`config.mk`:
```
export PLATFORM = sky130hd
export DESIGN_NAME = pipeline_hazard_ctrl_flat
export DESIGN_NICKNAME = d
export VERILOG_FILES = /design/src/rtl/pipeline_hazard_ctrl_if.sv /design/src/rtl/pipeline_hazard_ctrl.sv /design/src/flat_wrapper.sv
export SDC_FILE = /design/constraint.sdc
export NUM_CORES = 1
export LEC_CHECK = 0
export ABC_AREA = 1
export BUFFER_PORTS_ARGS = -buffer_cell sky130_fd_sc_hd__buf_4
export CORE_AREA = 2 2 109 80
export DETAILED_ROUTE_END_ITERATION = 8
export DIE_AREA = 0 0 111 82
export PLACE_DENSITY = 0.94
export SYNTH_ARGS = -nofsm -noshare
export SYNTH_HDL_FRONTEND = slang
export SYNTH_SLANG_ARGS = --single-unit
```
`constraint.sdc`:
```
create_clock -name clk -period 4.3 [get_ports clk]
set_input_delay 0.43 -clock clk [delete_from_list [all_inputs] [get_ports clk]]
set_output_delay 0.43 -clock clk [all_outputs]
set_load 0.05 [all_outputs]
```
`src/rtl/pipeline_hazard_ctrl_if.sv`:
```
// Hazard controller bus: pipeline-side hazard inputs and controller-side stall/flush/debug outputs.
interface pipeline_hazard_ctrl_if #(
  parameter int unsigned REG_ADDR_W = 5,
  parameter int unsigned CNT_W      = 32
);
  logic [REG_ADDR_W-1:0] id_rs1;
  logic [REG_ADDR_W-1:0] id_rs2;
  logic                  id_use_rs1;
  logic                  id_use_rs2;
  logic                  ex_mem_read;
  logic [REG_ADDR_W-1:0] ex_rd;
  logic                  branch_taken;
  logic                  dmem_busy;

  logic                  pc_write;
  logic                  if_id_write;
  logic                  if_id_flush;
  logic                  id_ex_flush;
  logic                  ex_mem_hold;
  logic [1:0]            state_o;
  logic [CNT_W-1:0]      stall_cnt;
  logic [CNT_W-1:0]      flush_cnt;

  modport master (
    output id_rs1, id_rs2, id_use_rs1, id_use_rs2, ex_mem_read, ex_rd, branch_taken, dmem_busy,
    input  pc_write, if_id_write, if_id_flush, id_ex_flush, ex_mem_hold, state_o, stall_cnt, flush_cnt
  );

  modport slave (
    input  id_rs1, id_rs2, id_use_rs1, id_use_rs2, ex_mem_read, ex_rd, branch_taken, dmem_busy,
    output pc_write, if_id_write, if_id_flush, id_ex_flush, ex_mem_hold, state_o, stall_cnt, flush_cnt
  );
endinterface

```
`src/rtl/pipeline_hazard_ctrl.sv`:
```
// Hazard/sequencing controller for the 5-stage pipeline: load-use stalls, EX-resolved
// branch redirects with an extra IF/ID flush window, data-memory waits, perf counters.
module pipeline_hazard_ctrl #(
  parameter int unsigned REG_ADDR_W = 5,
  parameter int unsigned BR_PENALTY = 1,
  parameter int unsigned CNT_W      = 32
) (
  input  logic                   clk,
  input  logic                   reset,
  pipeline_hazard_ctrl_if.slave  hz
);

  localparam int unsigned RC_W = 3;

  localparam logic [1:0] ST_RUN      = 2'd0;
  localparam logic [1:0] ST_REDIRECT = 2'd1;
  localparam logic [1:0] ST_MEM_WAIT = 2'd2;

  logic [1:0]       state_q, state_d;
  logic [RC_W-1:0]  rc_q, rc_d;
  logic [CNT_W-1:0] stall_cnt_q, stall_cnt_d;
  logic [CNT_W-1:0] flush_cnt_q, flush_cnt_d;

  logic lu;
  logic flush_evt;
  logic pc_write_c;
  logic if_id_write_c;
  logic if_id_flush_c;
  logic id_ex_flush_c;
  logic ex_mem_hold_c;

  // Load-use: EX load targets a non-zero register that ID actually reads.
  always_comb begin
    lu = hz.ex_mem_read && (hz.ex_rd != REG_ADDR_W'(0)) &&
         ((hz.id_use_rs1 && (hz.id_rs1 == hz.ex_rd)) ||
          (hz.id_use_rs2 && (hz.id_rs2 == hz.ex_rd)));
  end

  // Next-state and Mealy outputs; MEM_WAIT falls back to RUN rules once memory completes.
  always_comb begin
    state_d       = state_q;
    rc_d          = rc_q;
    flush_evt     = 1'b0;
    pc_write_c    = 1'b1;
    if_id_write_c = 1'b1;
    if_id_flush_c = 1'b0;
    id_ex_flush_c = 1'b0;
    ex_mem_hold_c = 1'b0;

    case (state_q)
      ST_RUN, ST_MEM_WAIT: begin
        if (hz.dmem_busy) begin
          pc_write_c    = 1'b0;
          if_id_write_c = 1'b0;
          ex_mem_hold_c = 1'b1;
          state_d       = ST_MEM_WAIT;
        end else if (hz.branch_taken) begin
          if_id_flush_c = 1'b1;
          id_ex_flush_c = 1'b1;
          flush_evt     = 1'b1;
          if (BR_PENALTY != 0) begin
            state_d = ST_REDIRECT;
            rc_d    = RC_W'(BR_PENALTY);
          end else begin
            state_d = ST_RUN;
          end
        end else if (lu) begin
          pc_write_c    = 1'b0;
          if_id_write_c = 1'b0;
          id_ex_flush_c = 1'b1;
          state_d       = ST_RUN;
        end else begin
          state_d = ST_RUN;
        end
      end

      ST_REDIRECT: begin
        if (hz.dmem_busy) begin
          pc_write_c    = 1'b0;
          if_id_write_c = 1'b0;
          ex_mem_hold_c = 1'b1;
        end else if (hz.branch_taken) begin
          if_id_flush_c = 1'b1;
          id_ex_flush_c = 1'b1;
          flush_evt     = 1'b1;
          rc_d          = RC_W'(BR_PENALTY);
        end else begin
          if_id_flush_c = 1'b1;
          rc_d          = rc_q - RC_W'(1);
          if (rc_q <= RC_W'(1)) begin
            state_d = ST_RUN;
            rc_d    = '0;
          end
        end
      end

      default: begin
        state_d = ST_RUN;
        rc_d    = '0;
      end
    endcase
  end

  // Saturating performance counters.
  always_comb begin
    stall_cnt_d = stall_cnt_q;
    flush_cnt_d = flush_cnt_q;
    if (!pc_write_c && !(&stall_cnt_q)) stall_cnt_d = stall_cnt_q + CNT_W'(1);
    if (flush_evt && !(&flush_cnt_q))   flush_cnt_d = flush_cnt_q + CNT_W'(1);
  end

  always_ff @(posedge clk or posedge reset) begin
    if (reset) begin
      state_q     <= ST_RUN;
      rc_q        <= '0;
      stall_cnt_q <= '0;
      flush_cnt_q <= '0;
    end else begin
      state_q     <= state_d;
      rc_q        <= rc_d;
      stall_cnt_q <= stall_cnt_d;
      flush_cnt_q <= flush_cnt_d;
    end
  end

  // Reset forces the free-running enables so the pipeline drains cleanly while held.
  assign hz.pc_write    = reset | pc_write_c;
  assign hz.if_id_write = reset | if_id_write_c;
  assign hz.if_id_flush = ~reset & if_id_flush_c;
  assign hz.id_ex_flush = ~reset & id_ex_flush_c;
  assign hz.ex_mem_hold = ~reset & ex_mem_hold_c;
  assign hz.state_o     = state_q;
  assign hz.stall_cnt   = stall_cnt_q;
  assign hz.flush_cnt   = flush_cnt_q;

endmodule

```
`src/flat_wrapper.sv`:
```
// flat-port wrapper written by rule: the top's interface ports become plain ports
module pipeline_hazard_ctrl_flat 
#(
  parameter int unsigned REG_ADDR_W = 5,
  parameter int unsigned BR_PENALTY = 1,
  parameter int unsigned CNT_W      = 32
)
  (clk, reset, hz_id_rs1, hz_id_rs2, hz_id_use_rs1, hz_id_use_rs2, hz_ex_mem_read, hz_ex_rd, hz_branch_taken, hz_dmem_busy, hz_pc_write, hz_if_id_write, hz_if_id_flush, hz_id_ex_flush, hz_ex_mem_hold, hz_state_o, hz_stall_cnt, hz_flush_cnt);
  pipeline_hazard_ctrl_if #(.REG_ADDR_W(REG_ADDR_W), .CNT_W(CNT_W)) hz_i ();
  input  logic clk;
  input  logic reset;
  input wire logic [$bits(hz_i.id_rs1)-1:0] hz_id_rs1;
  input wire logic [$bits(hz_i.id_rs2)-1:0] hz_id_rs2;
  input wire logic [$bits(hz_i.id_use_rs1)-1:0] hz_id_use_rs1;
  input wire logic [$bits(hz_i.id_use_rs2)-1:0] hz_id_use_rs2;
  input wire logic [$bits(hz_i.ex_mem_read)-1:0] hz_ex_mem_read;
  input wire logic [$bits(hz_i.ex_rd)-1:0] hz_ex_rd;
  input wire logic [$bits(hz_i.branch_taken)-1:0] hz_branch_taken;
  input wire logic [$bits(hz_i.dmem_busy)-1:0] hz_dmem_busy;
  output wire logic [$bits(hz_i.pc_write)-1:0] hz_pc_write;
  output wire logic [$bits(hz_i.if_id_write)-1:0] hz_if_id_write;
  output wire logic [$bits(hz_i.if_id_flush)-1:0] hz_if_id_flush;
  output wire logic [$bits(hz_i.id_ex_flush)-1:0] hz_id_ex_flush;
  output wire logic [$bits(hz_i.ex_mem_hold)-1:0] hz_ex_mem_hold;
  output wire logic [$bits(hz_i.state_o)-1:0] hz_state_o;
  output wire logic [$bits(hz_i.stall_cnt)-1:0] hz_stall_cnt;
  output wire logic [$bits(hz_i.flush_cnt)-1:0] hz_flush_cnt;
  assign hz_i.id_rs1 = hz_id_rs1;
  assign hz_i.id_rs2 = hz_id_rs2;
  assign hz_i.id_use_rs1 = hz_id_use_rs1;
  assign hz_i.id_use_rs2 = hz_id_use_rs2;
  assign hz_i.ex_mem_read = hz_ex_mem_read;
  assign hz_i.ex_rd = hz_ex_rd;
  assign hz_i.branch_taken = hz_branch_taken;
  assign hz_i.dmem_busy = hz_dmem_busy;
  assign hz_pc_write = hz_i.pc_write;
  assign hz_if_id_write = hz_i.if_id_write;
  assign hz_if_id_flush = hz_i.if_id_flush;
  assign hz_id_ex_flush = hz_i.id_ex_flush;
  assign hz_ex_mem_hold = hz_i.ex_mem_hold;
  assign hz_state_o = hz_i.state_o;
  assign hz_stall_cnt = hz_i.stall_cnt;
  assign hz_flush_cnt = hz_i.flush_cnt;
  pipeline_hazard_ctrl #(.REG_ADDR_W(REG_ADDR_W), .BR_PENALTY(BR_PENALTY), .CNT_W(CNT_W)) u_core (.clk(clk), .reset(reset), .hz(hz_i));
endmodule
```
=== Yosys cells after proc, flatten, opt, wreduce, memory -nomap -nowiden ===
Index checks and enable logic that the tools add are counted.

* Reductions and logical operators: 18
* Mux-type cells: 27
* Equal/unequal tests: 9
* Add/subtract/negate cells: 3
* Magnitude comparators: 1
* Bitwise operators: 5

{| class="wikitable"
|+ Operators by type and width
! operator !! count
|-
| $add 32x1->32 const B || 2
|-
| $reduce_and 32->1 || 2
|-
| $mux 3 || 5
|-
| $mux 1 || 13
|-
| $eq 5x5->1 || 2
|-
| $mux 2 || 4
|-
| $ne 2x2->1 const B || 4
|-
| $logic_and 1x1->1 || 6
|-
| $pmux 1 s2 || 3
|-
| $pmux 3 s2 || 1
|-
| $reduce_and 3->1 || 2
|-
| $reduce_bool 5->1 || 1
|-
| $pmux 2 s2 || 1
|-
| $and 1x1->1 || 3
|-
| $le 3x1->1 const B || 1
|-
| $logic_not 1->1 || 3
|-
| $reduce_or 3->1 || 1
|-
| $sub 3x1->3 const B || 1
|-
| $eq 2x1->1 const B || 1
|-
| $eq 2x2->1 const B || 1
|-
| $logic_not 2->1 || 1
|-
| $ne 2x1->1 const B || 1
|-
| $reduce_or 2->1 || 1
|-
| $logic_or 1x1->1 || 1
|-
| 2 further kinds || 2
|}

* Output and inout port bits: 71
* Flip-flop bits (word level): 69
* Input port bits: 22
* Logic and storage cells: 67

=== Longest topological paths before layout ===
Gate-level depths: netlist of run 1.

* Depth after elaboration: 10
* Depth in mapped cells: 12
* Mapped depth without buffers: 11

=== Worst setup path after synthesis of run 1 ===
Ideal clock, no wire load.

* Path type: input port to output port
* Start: in reset
* End: out hz_pc_write
* Data required time: 3870 ps
* Path slack: 623 ps
* Arrival: 3247 ps
* Stages: 3
* Path buffers: 1
* Path through: inv_1 > nand3_1 > buf_4

* Longest elaborated chain between the ends: 1

{| class="wikitable"
|+ Ends and longest elaborated chain
! item !! RTL line !! RTL
|-
| start: declaration || flat_wrapper.sv:11 || <nowiki>input logic reset;</nowiki>
|-
| $or 1x1->1 || - ||
|-
| end: declaration || flat_wrapper.sv:20 || <nowiki>output wire logic [$bits(hz_i.pc_write)-1:0] hz_pc_write;</nowiki>
|}

Every way passes these cells.

=== Worst setup path after layout of run 1 ===
* Start: reg u_core.stall_cnt_q[0], in the netlist u_core.hz.stall_cnt[0]
* End: reg u_core.stall_cnt_q[8], in the netlist u_core.hz.stall_cnt[8]

* Longest elaborated chain between the ends: 3
* Elaborated cells on any way between the ends: 4
* Those cells by class: 1 x add/sub; 3 x reduce/logical

{| class="wikitable"
|+ Ends and longest elaborated chain
! item !! RTL line !! RTL
|-
| start: declaration || pipeline_hazard_ctrl.sv:21 || <nowiki>logic [CNT_W-1:0] stall_cnt_q, stall_cnt_d;</nowiki>
|-
| start signal: assignment || pipeline_hazard_ctrl.sv:121 || <nowiki>stall_cnt_q <= stall_cnt_d;</nowiki>
|-
| parallel branches: the longest is 3 deep, another holds $add 32x1->32 || - ||
|}

Parallel ways; which one is timed is not known.
A chain may end at the register's enable or synchronous reset.

==> results of run 1 <==
worst reg2reg max path: cells and delay by family, from the launching register on:
| family | cells | cell delay, ns |
|---|---|---|
| adders and majority gates | 1 | 0.32 |
| buffers and inverters | 1 | 0.10 |
| DFF | 1 | 0.47 |
| and+or+nand+nor | 7 | 1.69 |
path summary, 6_finish.rpt:
kind / from / end / cells past startpoint
min in group asynchronous: reset / u_core.hz.stall_cnt[19] / 3
worst min register to register: u_core.hz.flush_cnt[19] / u_core.hz.flush_cnt[19] / 1
worst max register to register: u_core.hz.stall_cnt[0] / u_core.hz.stall_cnt[8] / 9
worst min-delay path: hz_dmem_busy / u_core.hz.state_o[0] / 2
max in group asynchronous: reset / u_core.hz.stall_cnt[16] / 3
worst max-delay path: u_core.hz.stall_cnt[0] / u_core.hz.stall_cnt[8] / 9
sequential cells by signal, summed over array words and instances (netlist names):
name,count
u_core.hz.flush_cnt,32
u_core.hz.stall_cnt,32
u_core.hz.state_o,2
u_core.rc_q,3
metal layers:
metal  vias up  wire length [µm]  GRT usage [%]
met5         -                 0              0
met4         0               218           9.00
met3        27              1490           5.90
met2       319              5960           46.6
met1      2383              6020           42.5
li1       2422                 -              -
through the flow:
stage / power (mW) / hold slack (ns) / instances / setup slack (ns)
2_1_floorplan: 1.25 / 0.472 / 709 / 0.623
3_3_place_gp: 1.40 / 0.489 / 890 / 1.81
3_5_place_dp: 1.43 / 0.504 / 890 / 1.66
4_1_cts: 2.36 / 0.338 / 906 / 1.65
5_1_grt: 2.45 / 0.357 / 906 / 1.42
6_report: 2.37 / 0.341 / 906 / 1.59
final cells by class:
| class | instances | area, µm² | area share (%) |
|---|---|---|---|
| clock inverters | 6 | 134 | 2.28 |
| flip-flops and latches | 69 | 1730 | 29.4 |
| repair buffers | 93 | 698 | 11.9 |
| clock buffers | 10 | 239 | 4.07 |
| multi-input cells | 565 | 2720 | 46.4 |
| inverters | 58 | 218 | 3.71 |
| well taps | 105 | 131 | 2.24 |
logic make-up after synthesis:
group | share of synthesized area [%]
simple gates | 47.5
buf+inv | 7.25
flops | 36.0
xor+xnor | 6.39
compound gates | 1.83
fa+ha+maj | 1.04
cell usage in the layout, fill, tap and decap left out:
| master | synthesis | final |
|---|---|---|
| nor3_4 | 2 | 2 |
| nand2_1 | 295 | 295 |
| nand3_1 | 23 | 23 |
| o21ai_0 | 7 | 7 |
| dfrtp_1 | 69 | 69 |
| clkbuf_8 | 0 | 1 |
| clkbuf_16 | 0 | 9 |
| o31ai_1 | 1 | 1 |
| nor2_4 | 4 | 4 |
| nor2_1 | 88 | 88 |
| o21ai_1 | 1 | 1 |
| nor3_2 | 2 | 2 |
| nor3_1 | 13 | 13 |
| xnor2_1 | 7 | 7 |
| o311ai_0 | 1 | 1 |
| nor3b_1 | 1 | 1 |
| a21oi_2 | 1 | 1 |
| nand3b_1 | 22 | 22 |
| nand4_1 | 36 | 36 |
| a31oi_1 | 1 | 1 |
| nand3_2 | 1 | 1 |
| nand2_4 | 1 | 1 |
| o22ai_1 | 1 | 1 |
| xor2_1 | 28 | 28 |
| buf_4 | 2 | 93 |
| ha_1 | 4 | 4 |
| clkinv_2 | 0 | 1 |
| bufinv_16 | 0 | 4 |
| nand2_2 | 9 | 9 |
| nor2_2 | 14 | 14 |
| inv_2 | 5 | 6 |
| a21oi_1 | 2 | 2 |
| clkinv_4 | 0 | 1 |
| inv_1 | 53 | 52 |
power by group:
part	total, mW	switching (mW)	internal (mW)
combinational	0.628	0.453	0.175
sequential	0.803	0.0892	0.714
clock	0.936	0.295	0.641
==> impl_metrics.ini, run 1 <==
[run_status]
status = finished clean

[timing]
final.setup_skew_ns = 0.0108
fin_tns_setup_ns = 0
slew_viol_final = 0
hold_violations = 0
worstMarginPinSlew_ns = 0.880
setup_viol = 0
fin_crit_sh_pct = 63.0
maxClockFrequency_mhz = 369
rsz0062_at_grt = no
slew_headroom_pct = 41.3
period_minus_slack_ns = 2.71

[clock_tree]
cts_tree = built
clk_latency_ns = 0.34
hold_buffers = 0
clk_pin_slew_ns = 0.06
cts_setup_buffers = 0
root_buffer = clkbuf_16
cts_resized = 0
cts_buffers = 9
clock_sinks = 69
htreeDepth = 3
cts.path.max_buffers = 2

[cells_and_area]
nFillCells = 616
syn_to_final_growth_pct = 22.4
final_area_um2 = 5870
drive_gt1_share_pct = 18.6
antenna_cells = 0
nets = 822
utilization_pct = 72.5

[synth]
yosys.area.top_type = dfrtp_1
syn-num-nets = 735
synth_area_per_cell_um2 = 6.77
synth_commonest_cells = 295 x nand2_1, 88 x nor2_1, 69 x dfrtp_1
yosysWarnings = 0
async_flop_share_pct = 100
synth_top_flop_cell = dfrtp_1
synth_top_area_share_pct = 36.0
ys_types = 32
synth-seq-area-share_pct = 36.0
syn_inst = 709
yosysMostFrequentCell = nand2_1
synth_edf_count = 0
synth_area_leaders = dfrtp_1 36%, nand2_1 23%, nor2_1 6.9%, xor2_1 5.1%, nand4_1 4.7%
synth.cell_area_um2 = 4800
ys_ff_latch = 69

[power_and_ir_drop]
powerDensity_nw_per_um2 = 403
irDropWorstVdd_uv = 289
p_leak_nw = 2.97

[placed_design]
dp.final_hpwl_mm = 9.68
gp_congestion = 0.982
post_dp_cell_area_um2 = 5500
port_buffers = 92

[routing]
drtIter0Drc = 496
drc = 0
wl_mm = 13.7
drt_pass1_iterations = 5
dr_total_vias = 5151
ant_nets = 0
avgViaCountPerCell = 5.69
wl_per_cell_um = 15.1

[global_route]
grt_pass1_vias = 4540
gr-total-overflow = 0
grt_max_degree = 70
grt_antenna_before_repair = 0
grt_first_pass_wirelength_mm = 21.8
grt_usage_pct = 29.9

[min_path]
hold_path_class = in2reg

[flow_run]
cap_violations = 0

[floorplan]
die_x_um = 111
io_pins = 93
num_rows = 28
core_um2 = 8090
dieArea_um2 = 9100
die_y_um = 82
initial_utilization_pct = 59.3

[worst_setup_path]
max_stage_delay_ns = 0.64
cp.arrival_ns = 2.92
required_ns = 4.51
crit_slowest_cell = nand3_2
crit_path_max_fanout = 33
r2r_slack_ns = 1.59
crit_buf_inv = 1
critPathLaunchType = flop
path_cells = ha_1, inv_2, nor2_4, nand2_2, nor2_4, nand2_2, nand3_2, nand2_1, nand2_1
crit_type = reg2reg
crit_path_end_kind = flop
critPathTopFamily = simple AND/OR/NAND/NOR gates
No activity file was read; power rests on OpenSTA's default activity.
==> run 2: changes to the inputs <==
--- a/config.mk
+++ b/config.mk
@@ -7,10 +7,10 @@
 export LEC_CHECK = 0
 export ABC_AREA = 1
 export BUFFER_PORTS_ARGS = -buffer_cell sky130_fd_sc_hd__buf_4
-export CORE_AREA = 2 2 109 80
+export CORE_AREA = 2 2 114 83
 export DETAILED_ROUTE_END_ITERATION = 8
-export DIE_AREA = 0 0 111 82
-export PLACE_DENSITY = 0.94
+export DIE_AREA = 0 0 116 85
+export PLACE_DENSITY = 0.88
 export SYNTH_ARGS = -nofsm -noshare
 export SYNTH_HDL_FRONTEND = slang
 export SYNTH_SLANG_ARGS = --single-unit
==> constraint.sdc (replaced) <==
create_clock -name clk -period 2.8 [get_ports clk]
set_input_delay 0.28 -clock clk [delete_from_list [all_inputs] [get_ports clk]]
set_output_delay 0.28 -clock clk [all_outputs]
set_load 0.05 [all_outputs]
==> run 2 against run 1 <==
Against the previous run:
- sequential power grew 53%
- routed wire length shrank 2.0%
- die area grew 8.3%
- global-route usage shrank 1.7 points
- flip-flop and latch count is the same
- via count shrank 4.1%
- first-iteration DRC count shrank 6.3%
- non-clock buffer count grew 4
- clock-buffer cell count grew 5
- final cell count grew 2.4%
- total power grew 41%
- largest power group is now sequential cells
- highest routed layer unchanged
==> impl_metrics.ini, run 2 (synthesis results as in run 1) <==
[run_status]
status = finished clean

[worst_setup_path]
crit_path_max_fanout = 17
required_ns = 2.52
crit_type = reg2out
r2r_slack_ns = 0.48
crit_path_end_kind = output port
r2r_end = u_core.hz.stall_cnt[1]
timing.rr.start = u_core.hz.state_o[0]
cp.arrival_ns = 2.08
startpoint = u_core.hz.state_o[0]
ff2ff_path_depth = 8
setup.worst_path.end = hz_pc_write
critPathLaunchType = flop

[routing]
wl_per_cell_um = 14.4
wl_met1_mm = 6.50
avgViaCountPerCell = 5.32
wl_met3_mm = 1.17
drt_pass1_iterations = 5
wl_met2_mm = 5.61
ant_nets = 0
highest_layer = met4
dr_total_vias = 4939
drc = 0
wl_mm = 13.4
drtIter0Drc = 465

[placed_design]
post_dp_cell_area_um2 = 5550
port_buffers = 92
dp.final_hpwl_mm = 9.86
gp_congestion = 0.965
place_ws_ns = 0.581

[clock_tree]
htreeDepth = 3
cts_tree = built
hold_buffers = 0
cts_resized = 0
root_buffer = clkbuf_16
cts_buffers = 9
clk_latency_ns = 0.33
clock_sinks = 69
cts.path.max_buffers = 2
cts_setup_buffers = 0
clk_pin_slew_ns = 0.06

[global_route]
grt_pass1_vias = 4555
gr-total-overflow = 0
grt_usage_pct = 28.2
grt_max_degree = 70
grt_first_pass_wirelength_mm = 22.1
grt_antenna_before_repair = 0

[timing]
rsz0062_at_grt = no
period_minus_slack_ns = 2.36
layout_setup_ws_ns = 0.436
fin_crit_sh_pct = 84.4
final.setup_skew_ns = 0.00623
fin_tns_setup_ns = 0
slew_viol_final = 0
setup_viol = 0
maxClockFrequency_mhz = 423
slew_headroom_pct = 41.5
hold_violations = 0
worstMarginPinSlew_ns = 0.878

[cells_and_area]
nets = 826
drive_gt1_share_pct = 18.8
final_cell_mix = 295 x nand2_1, 97 x buf_4, 88 x nor2_1
antenna_cells = 0
layout_commonest_cell = nand2_1
utilization_pct = 66.6
syn_to_final_growth_pct = 22.0
final_area_um2 = 5850

[min_path]
hold_path_class = in2reg

[power_and_ir_drop]
p_leak_nw = 2.95
powerDensity_nw_per_um2 = 569
power.total_mw = 3.33
irDropWorstVdd_uv = 334

[floorplan]
io_pins = 93
die_y_um = 85
num_rows = 29
initial_utilization_pct = 54.6
dieArea_um2 = 9860
core_um2 = 8780
die_x_um = 116

[flow_run]
cap_violations = 0
run 2: cell types whose count changed in the layout (fill, tap and decap cells not counted):
cell and delta:
buf_4 +4, clkbuf_1 +1, clkinv_2 -1, clkinv_4 -1
inv_2 -1, clkbuf_8 +4, clkinvlp_4 +1, bufinv_16 -4
run 2: layout make-up:
cell class                 instances  area, µm²
clock buffer                      15        298
fill                             772       2930
inverter                          58        221
multi-input combinational        565       2720
sequential                        69       1730
tap                              124        155
timing repair buffer              97        728
run 2: per-stage QoR:
stage | hold WS [ns] | instances
floorplan | 0.366 | 709
CTS | 0.188 | 928
detailed placement | 0.498 | 913
global placement | 0.489 | 913
finish | 0.192 | 928
global route | 0.192 | 928
run 2: power by group:
part           leakage (nW)  switching (mW)  total (mW)  internal [mW]
Sequential            0.932           0.135        1.23           1.10
Clock                 0.148           0.423        1.14          0.717
Combinational          1.87           0.685       0.960          0.275
Total                  2.95            1.24        3.33           2.09
run 2: how the worst min path moves through the flow:
stage / start / cells after the start / endpoint / slack [ns]
2_1_floorplan: hz_dmem_busy / 1 / u_core.hz.state_o[0] / 0.37
3_3_place_gp: u_core.rc_q[1] / 2 / u_core.rc_q[1] / 0.49
3_5_place_dp: u_core.rc_q[1] / 2 / u_core.rc_q[1] / 0.50
4_1_cts: hz_dmem_busy / 2 / u_core.hz.state_o[0] / 0.19
5_1_grt: hz_dmem_busy / 2 / u_core.hz.state_o[0] / 0.19
6_report: hz_dmem_busy / 2 / u_core.hz.state_o[0] / 0.19
run 2: worst max-delay path, cell delays in order (launching register included):
cell	delay, ns
dfrtp_1	0.48
nand2_2	0.12
inv_1	0.07
nor2_1	0.18
inv_1	0.10
nand2_2	0.28
nand3_1	0.25
buf_4	0.26
run 2: layer usage:
| layer | track usage (%) | vias to the layer above |
|---|---|---|
| li1 | - | 2427 |
| met1 | 44.6 | 2290 |
| met2 | 39.2 | 210 |
| met3 | 5.50 | 12 |
| met4 | 7.36 | 0 |
| met5 | 0 | - |
==> run 3: changes to the inputs <==
==> constraint.sdc (replaced) <==
create_clock -name clk -period 2.4 [get_ports clk]
set_input_delay 0.24 -clock clk [delete_from_list [all_inputs] [get_ports clk]]
set_output_delay 0.24 -clock clk [all_outputs]
set_load 0.05 [all_outputs]
==> run 3 against run 2 <==
Against the previous run:
- clock power rose by 25%
- critical path depth is 2 higher
- hold slack worse by 0.036 ns
- register-to-register slack lost 0.28 ns
- largest power group unchanged
- global-route usage down 0.37 points
- final cell count unchanged
- first-iteration DRC count is 22% higher
==> impl_metrics.ini, run 3 (synthesis results as in run 1) <==
[timing]
worstMarginPinSlew_ns = 0.879
whs_ns = 0.156
hold_violations = 0
fin_tns_setup_ns = 0
final.setup_skew_ns = 0.00660
fin_crit_sh_pct = 91.8
setup_viol = 0
maxClockFrequency_mhz = 454
layout_setup_ws_ns = 0.197
slew_headroom_pct = 41.4
rsz0062_at_grt = no
period_minus_slack_ns = 2.20
slew_viol_final = 0

[cells_and_area]
drive_gt1_share_pct = 18.9
nets = 826
seq_area_um2 = 1730
syn_to_final_growth_pct = 22.5
nFillCells = 763
final_cell_mix = 295 x nand2_1, 97 x buf_4, 88 x nor2_1
layout_commonest_cell = nand2_1
utilization_pct = 66.9
multi_input_area_um2 = 2730
antenna_cells = 0
stdcell_count = 928
final_area_um2 = 5870

[routing]
wl_per_cell_um = 14.7
wl_met3_mm = 1.43
highest_layer = met4
dr_total_vias = 5056
wl_met1_mm = 6.13
drtIter0Drc = 566
avgViaCountPerCell = 5.45
drc = 0
wl_met2_mm = 5.83
wl_mm = 13.6
ant_nets = 0
drt_pass1_iterations = 5

[worst_setup_path]
max_stage_delay_ns = 0.55
path_cells = ha_1, inv_2, nor2_4, nand2_2, nor2_4, nand2_2, nand3_2, nand2_1, nand2_1
crit_path_end_kind = flop
required_ns = 2.59
crit_slowest_cell = nand3_2
crit_type = reg2reg
cp.arrival_ns = 2.40
crit_path_max_fanout = 32
critPathLaunchType = flop

[clock_tree]
clock_sinks = 69
cts_setup_buffers = 0
hold_buffers = 0
cts.path.max_buffers = 2
cts_resized = 0
clk_pin_slew_ns = 0.05
clk_latency_ns = 0.33
cts_buffers = 9
root_buffer = clkbuf_16
cts_tree = built
htreeDepth = 3

[floorplan]
io_pins = 93
die_x_um = 116
die_y_um = 85
num_rows = 29
dieArea_um2 = 9860
initial_utilization_pct = 54.6
core_um2 = 8780

[global_route]
grt_max_degree = 70
grt_antenna_before_repair = 0
grt_usage_pct = 27.9
gr-total-overflow = 0
grt_pass1_vias = 4533
grt_first_pass_wirelength_mm = 21.9

[power_and_ir_drop]
powerDensity_nw_per_um2 = 678
power_frac_seq_pct = 36.1
comb_power_share_pct = 28.2
p_leak_nw = 2.96
p_sw_share_pct = 36.4
p_int_mw = 2.53
pwr-share-clk_pct = 35.7
power.total_mw = 3.98
power_switching_mw = 1.45
irDropWorstVdd_uv = 354

[placed_design]
place_ws_ns = 0.286
dp.final_hpwl_mm = 9.90
gp_congestion = 0.937
post_dp_cell_area_um2 = 5560
port_buffers = 92
dp_cells = 913

[min_path]
hold_path_class = in2reg

[run_status]
status = finished clean

[flow_run]
cap_violations = 0
[run 3: cell count changes in the layout (fill, tap and decap cells not counted)]
cell        previous run  this run
nand3_2                1         2
bufinv_16              0         2
nand3_1               23        22
clkinvlp_4             1         2
clkinv_2               0         1
clkbuf_8               5         1
[run 3: power by group through the flow]
stage	Sequential (mW)	Clock [mW]	Combinational [mW]
final	1.44	1.42	1.12
after global routing	1.46	1.49	1.20
after CTS	1.43	1.43	1.12
after detailed placement	1.45	0	1.12
after global placement	1.44	0	1.09
after floorplan	1.75	0	0.498
[run 3: critical path, delay by kind of cell (launching register included)]
family | cells | cell delay [ns]
buf+inv | 1 | 0.10
fa+ha+maj | 1 | 0.32
flops | 1 | 0.45
simple gates | 7 | 1.20
[run 3: path summary, 6_finish.rpt]
| path | start | end | slack, ns | cells after the start |
|---|---|---|---|---|
| setup / recovery | u_core.hz.stall_cnt[0] | u_core.hz.stall_cnt[27] | 0.20 | 9 |
| hold / removal | hz_dmem_busy | u_core.hz.state_o[0] | 0.16 | 2 |
| setup reg to reg | u_core.hz.stall_cnt[0] | u_core.hz.stall_cnt[27] | 0.20 | 9 |
| hold reg to reg | u_core.rc_q[1] | u_core.rc_q[1] | 0.50 | 2 |
| max in group asynchronous | reset | u_core.hz.flush_cnt[22] | 1.56 | 3 |
| min in group asynchronous | reset | u_core.hz.stall_cnt[8] | 0.29 | 3 |
[run 3: per-layer routing]
layer / global-route usage (%) / vias to the layer above
li1: - / 2417
met1: 41.9 / 2296
met2: 41.2 / 313
met3: 5.07 / 30
met4: 7.90 / 0
met5: 0 / -
[run 3: final cells by class]
| type | instances | share of cell area, % |
|---|---|---|
| Clock buffer | 11 | 4.13 |
| Clock inverter | 4 | 1.24 |
| Inverter | 58 | 3.77 |
| Multi-Input combinational cell | 565 | 46.4 |
| Sequential cell | 69 | 29.4 |
| Tap cell | 124 | 2.64 |
| Timing Repair Buffer | 97 | 12.4 |
